===== src/rtl/p09_breakout_pkg.sv =====
// Shared breakout brick-field constants and types, used by the brick store and the block painter.
package p09_breakout_pkg;

    localparam int unsigned BLOCKS_PER_ROW = 13;
    localparam int unsigned NUM_ROWS       = 15;
    localparam int unsigned TOTAL_BLOCKS   = BLOCKS_PER_ROW * NUM_ROWS;

    typedef logic [BLOCKS_PER_ROW-1:0] row_word_t;
    typedef logic [3:0]                row_idx_t;

endpackage


===== src/rtl/p09_popcount13.sv =====
// Combinational population count of one 13-bit brick row word.
module p09_popcount13
    import p09_breakout_pkg::*;
(
    input  row_word_t   bits,
    output logic [3:0]  count
);

    always_comb begin
        count = '0;
        for (int i = 0; i < BLOCKS_PER_ROW; i++) begin
            count = count + 4'(bits[i]);
        end
    end

endmodule


===== src/rtl/p09_block_state_store.sv =====
// Brick-field state store: one bit per brick per row, row pointer driven by the painter,
// write-back that can only clear bricks, and a live remaining-brick counter.
module p09_block_state_store
    import p09_breakout_pkg::*;
#(
    parameter int unsigned BLOCKS_PER_ROW = p09_breakout_pkg::BLOCKS_PER_ROW,
    parameter int unsigned NUM_ROWS       = p09_breakout_pkg::NUM_ROWS,
    parameter int unsigned CNT_W          = 8
) (
    input  logic                      clk,
    input  logic                      rst,
    input  logic                      new_frame,
    input  logic                      restart_level,
    output logic [BLOCKS_PER_ROW-1:0] block_line_state,
    input  logic                      go_next_line,
    input  logic                      write_block_line_state,
    input  logic [BLOCKS_PER_ROW-1:0] new_block_line_state,
    output logic                      destroyed_valid,
    output logic [3:0]                destroyed_count,
    output logic [CNT_W-1:0]          blocks_remaining,
    output logic                      level_clear
);

    localparam logic [CNT_W-1:0] TotalCnt = CNT_W'(BLOCKS_PER_ROW * NUM_ROWS);

    logic [BLOCKS_PER_ROW-1:0] mem_q [NUM_ROWS];
    logic [BLOCKS_PER_ROW-1:0] mem_d [NUM_ROWS];
    row_idx_t                  row_ptr_q, row_ptr_d;
    logic [CNT_W-1:0]          remaining_q, remaining_d;
    logic                      level_clear_q, level_clear_d;
    logic                      destroyed_valid_q, destroyed_valid_d;
    logic [3:0]                destroyed_count_q, destroyed_count_d;

    logic [BLOCKS_PER_ROW-1:0] cur_row;
    logic [BLOCKS_PER_ROW-1:0] removed;
    logic [3:0]                removed_cnt;

    always_comb begin
        cur_row = '0;
        for (int r = 0; r < NUM_ROWS; r++) begin
            if (row_ptr_q == row_idx_t'(r)) begin
                cur_row = mem_q[r];
            end
        end
    end

    // Only bricks still present can be removed, so the counter cannot underflow.
    assign removed = cur_row & ~new_block_line_state;

    p09_popcount13 u_popcount (
        .bits  (removed),
        .count (removed_cnt)
    );

    always_comb begin
        mem_d             = mem_q;
        row_ptr_d         = row_ptr_q;
        remaining_d       = remaining_q;
        level_clear_d     = level_clear_q;
        destroyed_valid_d = 1'b0;
        destroyed_count_d = '0;

        if (restart_level) begin
            for (int r = 0; r < NUM_ROWS; r++) begin
                mem_d[r] = '1;
            end
            row_ptr_d     = '0;
            remaining_d   = TotalCnt;
            level_clear_d = 1'b0;
        end else begin
            if (new_frame) begin
                row_ptr_d = '0;
            end else if (go_next_line) begin
                // Wrap so the painter's end-of-field load fetches row 0 for the next frame.
                row_ptr_d = (row_ptr_q == row_idx_t'(NUM_ROWS - 1)) ? '0 : row_ptr_q + 4'd1;
            end

            if (write_block_line_state) begin
                for (int r = 0; r < NUM_ROWS; r++) begin
                    if (row_ptr_q == row_idx_t'(r)) begin
                        mem_d[r] = cur_row & new_block_line_state;
                    end
                end
                remaining_d       = remaining_q - CNT_W'(removed_cnt);
                level_clear_d     = (remaining_d == '0);
                destroyed_valid_d = (removed_cnt != 4'd0);
                destroyed_count_d = removed_cnt;
            end
        end
    end

    always_ff @(posedge clk) begin
        if (rst) begin
            for (int r = 0; r < NUM_ROWS; r++) begin
                mem_q[r] <= '1;
            end
            row_ptr_q         <= '0;
            remaining_q       <= TotalCnt;
            level_clear_q     <= 1'b0;
            destroyed_valid_q <= 1'b0;
            destroyed_count_q <= '0;
        end else begin
            mem_q             <= mem_d;
            row_ptr_q         <= row_ptr_d;
            remaining_q       <= remaining_d;
            level_clear_q     <= level_clear_d;
            destroyed_valid_q <= destroyed_valid_d;
            destroyed_count_q <= destroyed_count_d;
        end
    end

    assign block_line_state = cur_row;
    assign blocks_remaining = remaining_q;
    assign level_clear      = level_clear_q;
    assign destroyed_valid  = destroyed_valid_q;
    assign destroyed_count  = destroyed_count_q;

endmodule


===== config.mk =====
export PLATFORM = sky130hd
export DESIGN_NAME = p09_block_state_store
export DESIGN_NICKNAME = d
export VERILOG_FILES = /design/src/rtl/p09_breakout_pkg.sv /design/src/rtl/p09_popcount13.sv /design/src/rtl/p09_block_state_store.sv
export SDC_FILE = /design/constraint.sdc
export NUM_CORES = 1
export LEC_CHECK = 0
export ABC_AREA = 1
export BUFFER_PORTS_ARGS = -buffer_cell sky130_fd_sc_hd__buf_4
export CORE_MARGIN = 8
export CORE_UTILIZATION = 59
export DETAILED_ROUTE_END_ITERATION = 10
export HOLD_SLACK_MARGIN = 0.03
export PLACE_DENSITY_LB_ADDON = 0.15
export SLEW_MARGIN = 10
export SYNTH_ARGS = -nofsm -noshare
export SYNTH_HDL_FRONTEND = slang
export SYNTH_SLANG_ARGS = --single-unit

===== constraint.sdc =====
create_clock -name clk -period 12.26 [get_ports clk]
set_clock_uncertainty 0.1 [all_clocks]
set_input_delay 1.839 -clock clk [delete_from_list [all_inputs] [get_ports clk]]
set_output_delay 1.839 -clock clk [all_outputs]
set_load 0.01 [all_outputs]

==> key figures, run 1 <==
Critical path
  – Worst setup path class: flip-flop to flip-flop
  – Max incr delay on CP: about 0.83 ns
  – Data required time of the worst path: roughly 13 ns
  – CP startpoint kind: flip-flop
  – RR Endpoint: level_clear$_SDFFE_PP0P_
  – Reg2reg path depth: 28
  – Worst endpoint data arrival time: 7.86 ns
  – Crit-path max FO: 16
  – Worst path slowest cell: nor2_1
  – Launch point of the worst reg-to-reg path: row_ptr_q[0]$_SDFFE_PP0P_
  – Worst Setup End Kind: flip-flop
  – R2R Setup Slk: between 4 and 5 ns

Drt
  – Drt wl/cell: approximately 19 um
  – Iter 0 DRT Violations: about 1200
  – DRT Wirelength: about 32 mm
  – DR pass1 iterations: 6
  – Vias per Instance: 6.05
  – Antenna Nets Post-Route: 0
  – Via Count: 10300
  – DRC viols: 0

Timing
  – Final slew viol count: 0
  – Part of the cycle the worst path needs: 0.615
  – Fin. Hold Viols: 0
  – Final Setup Violations: 0
  – Worst hold slack: around 0.36 ns
  – Sum Neg Setup Slack: 0 ns
  – Max-Slew Margin vs Limit: 0.293
  – RSZ-0062 raised after global routing: no
  – Fmax: 0.133 GHz
  – Transition time of the tightest slew-check pin: about 1.1 ns
  – Post-route minimum period: 7.54 ns

Yosys
  – Mapped Area: between 10000 and 15000 um^2
  – Gate count of the mapped netlist: 1496
  – Netlist cell types: 35
  – #FFs+latches synth: roughly 210
  – Syn_area_per_cell: approximately 7.1 um^2
  – Number of synthesis warnings: 0
  – Seq/Total Area, Yosys: 0.400
  – Syn nets: between 1500 and 2000

Die
  – I/O Pins: 46
  – Initial Util: 0.598
  – Die area: 22600 um^2
  – Die height: 150 um
  – Die width: 150 um
  – Number of cell rows: 49
  – Core ar.: 17800 um^2

Power
  – Power Internal: 1.24 mW
  – Leakage power: 4.44 nW
  – Logic gate share of total power: 0.197
  – Sequential share of power: 0.408
  – Pwr Density: 150 nW/um^2
  – Switching Fraction: 0.289
  – Switching power: 505 uW
  – Clock Power Share: 0.395
  – Peak supply drop: between 0.15 and 0.2 mV

CTS
  – Num Clock Sinks: about 210
  – Reg clk slew, reported paths: around 0.060 ns
  – Clk Latency, worst-skew pair: ~0.5 ns
  – Post-CTS Setup Inserts: 0
  – CTS root buffer: clkbuf_16
  – CTS resizes: 0
  – Htree depth: 1
  – Hold_buf cts: 0
  – Clock buffer depth: 3
  – Num CTS Buffers: 23
  – CTS tree: yes

Run status
  – Status: finished, final reports clean

GRT
  – Initial antenna violation count: 0
  – Total grt overflow: 0
  – Largest net degree at the start of global routing: just over 100
  – Vias in the first global route: 9506
  – GRT Overall Usage: 0.282
  – Global-route wire length before repair: slightly above 50 mm

Hold path
  – Hold Crit Depth: 2
  – Worst hold start: mem_q[103]$_SDFFE_PP1P_
  – Hold Crit Class: flip-flop to flip-flop
  – Hold endpoint: mem_q[103]$_SDFFE_PP1P_

Cells and area
  – Multi-input logic area: 5390 um^2
  – Layout cell share with drive strength beyond 1: 0.116
  – Ant diodes: 0
  – Sequential cell area: 4260 um^2
  – Area Overhead vs Synth: 8.73%
  – Final net count: roughly 1500
  – Fill cells: about 1600

Placed design
  – Global placement routability congestion: between 0.8 and 0.9
  – Hpwl dp: 20.7 mm
  – IO Port Bufs: 45

Flow run
  – Max Cap Viol: 0
[layer usage]
metal / share of wire / track usage
met1: 0.42 / 0.362
met5: 0 / 0
met2: 0.46 / 0.470
met3: 0.090 / 0.0550
met4: 0.033 / 0.0905
[synth_stat cells]
cell type	count	area (um^2)
o21ai_0	11	55.1
fa_1	8	160
inv_2	4	15.0
a41oi_1	1	8.76
nor2b_1	1	6.26
nor3_1	3	15.0
or2_2	15	93.8
a21boi_0	2	15.0
nor2_1	80	300
clkinv_1	2	7.51
or2_0	8	50.1
buf_4	3	22.5
nand4_1	147	920
o211ai_1	2	15.0
buf_2	21	105
nor2_4	4	45.0
nand4_4	4	85.1
nand3_1	89	445
buf_6	12	135
a21oi_1	201	1010
buf_1	5	18.8
dfxtp_1	213	4260
nand2_1	399	1500
xor2_1	6	52.6
inv_1	114	428
nand2_2	3	18.8
nand2_4	3	33.8
or2_1	4	25.0
nand4_2	5	62.6
nor2_2	12	75.1
nor3b_1	1	7.51
a31oi_1	1	6.26
nand3_2	26	260
clkbuf_1	76	285
ha_1	10	125
[area by class of cell]
type                            instances  area share
Timing Repair Buffer                   61      0.0395
Clock buffer                           37      0.0619
Multi-Input combinational cell       1046       0.464
Clock inverter                          1     0.00259
Tap cell                              229      0.0247
Inverter                              120      0.0393
Sequential cell                       213       0.368
[metrics by stage]
| step | cell area (um^2) | total power [mW] | setup WS [ns] | util | instances |
|---|---|---|---|---|---|
| floorplan | 10700 | 0.980 | 5.47 | - | 1496 |
| detailed placement | 10800 | 1.07 | 4.89 | 0.608 | 1669 |
| finish | 11600 | 1.74 | 4.72 | 0.650 | 1707 |
| global route | 11600 | 1.83 | 4.34 | 0.650 | 1707 |
| CTS | 11600 | 1.75 | 4.83 | 0.650 | 1707 |
| global placement | 10800 | 1.06 | 4.95 | 0.608 | 1669 |
[power by group through the flow]
stage	sequential, mW	combinational, mW	clock, mW
after global placement	0.726	0.331	0
after floorplan	0.729	0.250	0
after detailed placement	0.726	0.339	0
final	0.711	0.343	0.689
after CTS	0.711	0.344	0.695
after global routing	0.712	0.389	0.726
[state kept, by name (all words and copies together), names as in the netlist]
name              flops
mem_q               195
blocks_remaining      8
destroyed_count       4
row_ptr_q             4
destroyed_valid       1
level_clear           1
[worst max path at each step]
stage,endpoint,startpoint
2_1_floorplan,level_clear$_SDFFE_PP0P_,new_block_line_state[1]
3_3_place_gp,level_clear$_SDFFE_PP0P_,row_ptr_q[0]$_SDFFE_PP0P_
5_1_grt,level_clear$_SDFFE_PP0P_,row_ptr_q[0]$_SDFFE_PP0P_
3_5_place_dp,level_clear$_SDFFE_PP0P_,row_ptr_q[0]$_SDFFE_PP0P_
4_1_cts,level_clear$_SDFFE_PP0P_,row_ptr_q[0]$_SDFFE_PP0P_
6_report,level_clear$_SDFFE_PP0P_,row_ptr_q[0]$_SDFFE_PP0P_
[cell families after synthesis]
logic type      Yosys count  synth area share
buf+inv                 237            0.0954
fa+ha+maj                18            0.0267
simple gates            804             0.370
flops                   213             0.400
compound gates          218             0.104
xor+xnor                  6           0.00493
[critical path: cells and delay by family (launching register included)]
kind,cells,cell delay (ns)
buf+inv,6,0.65
compound gates,3,0.52
simple gates,12,2.60
flops,1,0.42
fa+ha+maj,7,3.16
[cells in the final DEF, fill, tap and decap left out, types with 3 or more instances in the layout]
master and count:
buf_4 61, clkbuf_1 5, nand4_4 4, nand2_4 3
o21ai_0 11, a21oi_1 201, inv_2 4, or2_2 15
inv_1 114, ha_1 10, xor2_1 6, nand3_2 26
nor3_1 3, nand2_1 399, nand4_1 147, nor2_1 80
nor2_4 4, clkbuf_16 23, nor2_2 12, or2_1 4
or2_0 8, clkbuf_8 9, nand4_2 5, nand3_1 89
nand2_2 3, dfxtp_1 213, fa_1 8
(Power assumes the default switching activity.)
==> run 2: changes to the inputs <==
Settings changed: CORE_UTILIZATION 59 to 56.
Clock period 12.26 ns to 6.9 ns, I/O delays scaled along.
==> key figures, run 2 (synthesized netlist as in run 1, its figures left out) <==
CTS
  – Clk Latency, worst-skew pair: 0.51 ns (about the same)
  – Htree depth: 1 (unchanged)
  – Num Clock Sinks: 213 (unchanged)
  – Num CTS Buffers: 24 (+4.3%)
  – CTS tree: yes
  – Clock buffer depth: 3 (unchanged)
  – CTS root buffer: clkbuf_16
  – Hold_buf cts: 0 (unchanged)
  – Reg clk slew, reported paths: 0.06 ns (about the same)

GRT
  – Largest net degree at the start of global routing: 147 (+43%)
  – GRT Overall Usage: 0.263 (-0.0191)
  – Global-route wire length before repair: 51.4 mm (+0.62%)
  – Vias in the first global route: 9667 (+1.7%)
  – Initial antenna violation count: 0 (unchanged)
  – Total grt overflow: 0 (unchanged)

Placed design
  – # placed instances: 1690 (+1.3%)
  – Hpwl dp: 21.0 mm (+1.6%)
  – IO Port Bufs: 45 (unchanged)
  – Global placement routability congestion: 0.935 (+8.9%)
  – Post-DP Area: 11000 um^2 (+1.2%)

Power
  – Leakage power: 4.56 nW (+2.8%)
  – Pwr Density: 270 nW/um^2 (+80%)
  – Power, Total: 3.20 mW (+83%)
  – Peak supply drop: 0.273 mV (+40%)

Cells and area
  – Most frequent cells in the layout: nand2_1, dfxtp_1, a21oi_1
  – Layout cell share with drive strength beyond 1: 0.135 (+0.0195)
  – Number of flip-flops in the largest register: 195 (unchanged)
  – Most flop-heavy register: mem_q
  – Area Overhead vs Synth: 11.0%
  – Non-Filler Instances: 1735 (+1.6%)
  – Ant diodes: 0 (unchanged)
  – Final net count: 1521 (+1.3%)
  – Post-route cell area: 11800 um^2 (+2.1%)
  – Commonest non-fill, non-tap cell in the layout: nand2_1

Critical path
  – Crit-path max FO: 15 (-1)
  – Reg2reg path depth: 26 (-7.1%)
  – Worst setup path class: flip-flop to flip-flop
  – Data required time of the worst path: 7.23 ns (-5.36 ns)
  – Worst Setup End Kind: flip-flop
  – CP startpoint kind: flip-flop
  – Worst endpoint data arrival time: 6.83 ns (-1.03 ns)

Drt
  – Vias per Instance: 5.96 (-1.4%)
  – DRC viols: 0 (unchanged)
  – Drt wl/cell: 18.5 um (-2.0%)
  – Via Count: 10300 (+0.17%)
  – DRT Wirelength: 32.0 mm (-0.35%)
  – DR pass1 iterations: 6 (unchanged)
  – Iter 0 DRT Violations: 870 (-27%)
  – Antenna Nets Post-Route: 0 (unchanged)

Die
  – Die area: 23700 um^2 (+4.8%)
  – Initial Util: 0.570 (-0.0276)
  – Die height: 154 um (+2.4%)
  – Die width: 154 um (+2.4%)
  – I/O Pins: 46 (unchanged)
  – Number of cell rows: 50 (+2.0%)
  – Core ar.: 18700 um^2 (+4.8%)

Timing
  – Part of the cycle the worst path needs: 0.941 (+0.326)
  – Final slew viol count: 0 (unchanged)
  – Transition time of the tightest slew-check pin: 1.13 ns (+0.0751 ns)
  – Max-Slew Margin vs Limit: 0.245 (-0.0475)
  – Fmax: 0.154 GHz (+16%)
  – Fin. Hold Viols: 0 (unchanged)
  – Post-route minimum period: 6.49 ns (-1.04 ns)
  – Sum Neg Setup Slack: 0 ns (unchanged)
  – Final Setup Violations: 0 (unchanged)

Hold path
  – Hold Crit Depth: 2 (unchanged)
  – Hold Crit Class: flip-flop to flip-flop

Run status
  – Status: finished, final reports clean

Flow run
  – Max Cap Viol: 0 (unchanged)
run 2: changes by cell type in the layout (fill, tap and decap cells not counted), moves of 2 or more:
cell	previous run	this run
clkinv_2	0	5
dfxtp_1	213	211
nor2_4	4	8
clkbuf_16	23	25
nand2_1	399	395
nand2_2	3	7
dfxtp_2	0	2
nor2_2	12	8
buf_4	61	78
run 2: metrics by stage:
stage          utilization  worst slack (ns)  hold slack [ns]
3_3_place_gp         0.587             0.346            0.342
3_5_place_dp         0.587             0.264            0.348
4_1_cts              0.630             0.205            0.362
5_1_grt              0.633           -0.0470            0.378
2_1_floorplan            -             0.861            0.333
6_report             0.633             0.408            0.363
run 2: final timing paths:
path                                                 from                        to  slack (ns)
worst max-delay path            row_ptr_q[2]$_SDFFE_PP0P_  level_clear$_SDFFE_PP0P_        0.41
worst min-delay path              mem_q[132]$_SDFFE_PP1P_   mem_q[132]$_SDFFE_PP1P_        0.36
worst max register to register  row_ptr_q[2]$_SDFFE_PP0P_  level_clear$_SDFFE_PP0P_        0.41
worst min register to register    mem_q[132]$_SDFFE_PP1P_   mem_q[132]$_SDFFE_PP1P_        0.36
run 2: what timing repair did:
action / 4_1_cts / 5_1_grt
setup buffers: 0 / 2
endpoints found under the setup margin: 0 / 3
resized for setup: 0 / 14
run 2: final cells by class:
cell class | instances | area, um^2
clock inverter | 6 | 55.1
timing repair buffer | 79 | 597
tap | 234 | 293
clock buffer | 37 | 751
fill | 1727 | 6870
sequential | 213 | 4270
multi-input combinational | 1046 | 5420
inverter | 120 | 455
run 2: metal layers:
layer  global-route usage  wire [um]  vias to the layer above
met5                    0          0                        -
met4                0.103       1070                        0
met3               0.0342       2440                       90
met2                0.437      15000                      446
met1                0.342      13600                     4869
li1                     -          -                     4944
run 2: worst max-delay path, cell delays in order, from the launching register on:
cell	delay (ns)
dfxtp_1	0.41
nand2_1	0.17
nor2_2	0.23
inv_1	0.27
or2_2	0.51
nand2_1	0.18
nor2_1	0.06
ha_1	0.28
inv_1	0.04
fa_1	0.49
fa_1	0.45
fa_1	0.54
inv_1	0.05
fa_1	0.48
ha_1	0.24
fa_1	0.49
inv_1	0.10
fa_1	0.40
inv_1	0.09
o21ai_0	0.09
nand2_1	0.10
nand2_1	0.06
nand2_1	0.05
nand3_1	0.10
nor3b_2	0.22
nand3_1	0.08
a21oi_1	0.12
run 2: where the power goes:
| part | leakage [nW] | switching, mW | internal [mW] |
|---|---|---|---|
| Combinational | 2.43 | 0.419 | 0.219 |
| Sequential | 1.73 | 0.0142 | 1.25 |
| Clock | 0.404 | 0.511 | 0.781 |
| Total | 4.56 | 0.945 | 2.25 |
==> run 3: changes to the inputs <==
Settings changed: CORE_UTILIZATION 56 to 45.
==> key figures, run 3 (synthesized netlist as in run 1, its figures left out) <==
CTS
  – Clock buffer depth: 3 (unchanged)
  – Num CTS Buffers: 26 (+8.3%)
  – Htree depth: 1 (unchanged)
  – CTS root buffer: clkbuf_16
  – Hold_buf cts: 0 (unchanged)
  – CTS tree: yes
  – Reg clk slew, reported paths: 0.06 ns (about the same)
  – Num Clock Sinks: 213 (unchanged)
  – Clk Latency, worst-skew pair: 0.54 ns (+0.03 ns)

Cells and area
  – Layout cell share with drive strength beyond 1: 0.140 (+0.00506)
  – Number of flip-flops in the largest register: 195 (unchanged)
  – Area Overhead vs Synth: 13.2%
  – Most frequent cells in the layout: nand2_1, dfxtp_1, a21oi_1
  – Final net count: 1528 (+0.46%)
  – Multi-input logic area: 5420 um^2 (about the same)
  – Most flop-heavy register: mem_q
  – Ant diodes: 0 (unchanged)
  – Fill cells: 2459 (+42%)
  – Sequential cell area: 4270 um^2 (unchanged)
  – Post-route cell area: 12100 um^2 (+2.0%)
  – Commonest non-fill, non-tap cell in the layout: nand2_1

Placed design
  – Hpwl dp: 22.8 mm (+8.3%)
  – Post-DP Area: 11100 um^2 (+1.4%)
  – Global placement routability congestion: 0.890 (-4.9%)
  – Setup WS pre-CTS: 0.195 ns (-0.0689 ns)
  – IO Port Bufs: 45 (unchanged)

Die
  – Die height: 170 um (+10%)
  – I/O Pins: 46 (unchanged)
  – Die width: 170 um (+10%)
  – Core ar.: 23400 um^2 (+25%)
  – Initial Util: 0.456 (-0.114)
  – Number of cell rows: 56 (+12%)
  – Die area: 28900 um^2 (+22%)

Power
  – Clock Power Share: 0.425 (+0.020)
  – Switching Fraction: 0.296 (+0.000805)
  – Sequential share of power: 0.382 (-0.014)
  – Peak supply drop: 0.322 mV (+18%)
  – Power Internal: 2.33 mW (+3.5%)
  – Pwr Density: 274 nW/um^2 (+1.6%)
  – Power, Total: 3.31 mW (+3.6%)
  – Switching power: 981 uW (+3.9%)
  – Logic gate share of total power: 0.192 (-0.008)
  – Leakage power: 4.63 nW (+1.4%)

Timing
  – Worst Setup Slack, final: 0.447 ns (+0.0395 ns)
  – Max-Slew Margin vs Limit: 0.329 (+0.0835)
  – RSZ-0062 raised after global routing: no
  – Fmax: 0.155 GHz (+0.61%)
  – Final slew viol count: 0 (unchanged)
  – Final Setup Violations: 0 (unchanged)
  – Transition time of the tightest slew-check pin: 1.01 ns (-0.125 ns)
  – Post-route minimum period: 6.45 ns (-0.0395 ns)
  – Part of the cycle the worst path needs: 0.935 (-0.00573)
  – Sum Neg Setup Slack: 0 ns (unchanged)
  – Worst hold slack: 0.359 ns (-0.00368 ns)
  – Fin. Hold Viols: 0 (unchanged)

GRT
  – Initial antenna violation count: 0 (unchanged)
  – Total grt overflow: 0 (unchanged)
  – GRT Overall Usage: 0.235 (-0.0278)
  – Vias in the first global route: 9872 (+2.1%)
  – Largest net degree at the start of global routing: 121 (-18%)
  – Global-route wire length before repair: 54.8 mm (+6.5%)

Critical path
  – Max incr delay on CP: 0.56 ns (+0.02 ns)
  – Launch point of the worst reg-to-reg path: row_ptr_q[2]$_SDFFE_PP0P_
  – R2R Setup Slk: 0.45 ns (+0.04 ns)
  – Worst path slowest cell: fa_1
  – Critical path buffer and inverter count: 5 (unchanged)
  – CP dominant cell by count: nand2_1
  – CP startpoint kind: flip-flop
  – RR Endpoint: level_clear$_SDFFE_PP0P_
  – Worst setup path class: flip-flop to flip-flop
  – Worst endpoint data arrival time: 6.82 ns (about the same)
  – Worst Setup End Kind: flip-flop
  – Data required time of the worst path: 7.26 ns (+0.03 ns)
  – Cell family with most CP delay: adder cells
  – Reg2reg path depth: 33 (+27%)
  – Crit-path max FO: 12 (-3)

Hold path
  – Hold Crit Class: flip-flop to flip-flop
  – Worst hold start: mem_q[85]$_SDFFE_PP1P_
  – Hold Crit Depth: 2 (unchanged)
  – Hold endpoint: mem_q[85]$_SDFFE_PP1P_

Drt
  – Drt wl/cell: 18.6 um (+0.61%)
  – DR pass1 iterations: 5 (-1)
  – Iter 0 DRT Violations: 838 (-3.7%)
  – DRC viols: 0 (unchanged)
  – DRT Wirelength: 34.0 mm (+6.1%)
  – Via Count: 10100 (-2.2%)
  – Antenna Nets Post-Route: 0 (unchanged)
  – Vias per Instance: 5.53 (-7.3%)

Flow run
  – Max Cap Viol: 0 (unchanged)

Run status
  – Status: finished, final reports clean
## run 3: worst max path at each step
stage	start	to	slack (ns)	cells past startpoint
detailed placement	row_ptr_q[0]$_SDFFE_PP0P_	level_clear$_SDFFE_PP0P_	0.20	29
global route	row_ptr_q[2]$_SDFFE_PP0P_	level_clear$_SDFFE_PP0P_	0.03	33
finish	row_ptr_q[2]$_SDFFE_PP0P_	level_clear$_SDFFE_PP0P_	0.45	33
global placement	row_ptr_q[0]$_SDFFE_PP0P_	level_clear$_SDFFE_PP0P_	0.26	29
CTS	row_ptr_q[0]$_SDFFE_PP0P_	level_clear$_SDFFE_PP0P_	0.13	29
floorplan	row_ptr_q[1]$_SDFFE_PP0P_	level_clear$_SDFFE_PP0P_	0.86	31
## run 3: area by class of cell
class / count / area share
clock buffer: 42 / 0.0688
clock inverter: 6 / 0.00601
inverter: 120 / 0.0377
multi-input combinational: 1046 / 0.449
sequential: 213 / 0.353
tap: 319 / 0.0331
timing repair buffer: 84 / 0.0522
## run 3: power groups by stage
stage                     Sequential [mW]  Combinational, mW  Clock, mW
after global routing                 1.27              0.722       1.48
after floorplan                      1.30              0.445          0
final                                1.27              0.637       1.41
after detailed placement             1.29              0.626          0
after global placement               1.29              0.620          0
after CTS                            1.26              0.630       1.43
## run 3: stage by stage
stage	utilization	cells
2_1_floorplan	-	1496
3_3_place_gp	0.475	1781
3_5_place_dp	0.475	1781
4_1_cts	0.514	1829
5_1_grt	0.516	1830
6_report	0.516	1830
## run 3: timing repair
action | in CTS | in global routing
setup buffers | 0 | 1
setup endpoints to repair | 0 | 4
gates resized for setup | 0 | 12
## run 3: layer usage
metal	vias up	track usage	part of all wire
met4	0	0.0728	0.027
met1	4773	0.313	0.45
met2	317	0.394	0.46
met5	-	0	0
li1	4971	-	-
met3	61	0.0273	0.057
## run 3: worst min-delay path, delay by kind of cell (launching register included)
| kind | cells | cell delay [ns] |
|---|---|---|
| DFF | 1 | 0.32 |
| AOI/OAI and AO/OA | 1 | 0.06 |
| and+or+nand+nor | 1 | 0.05 |
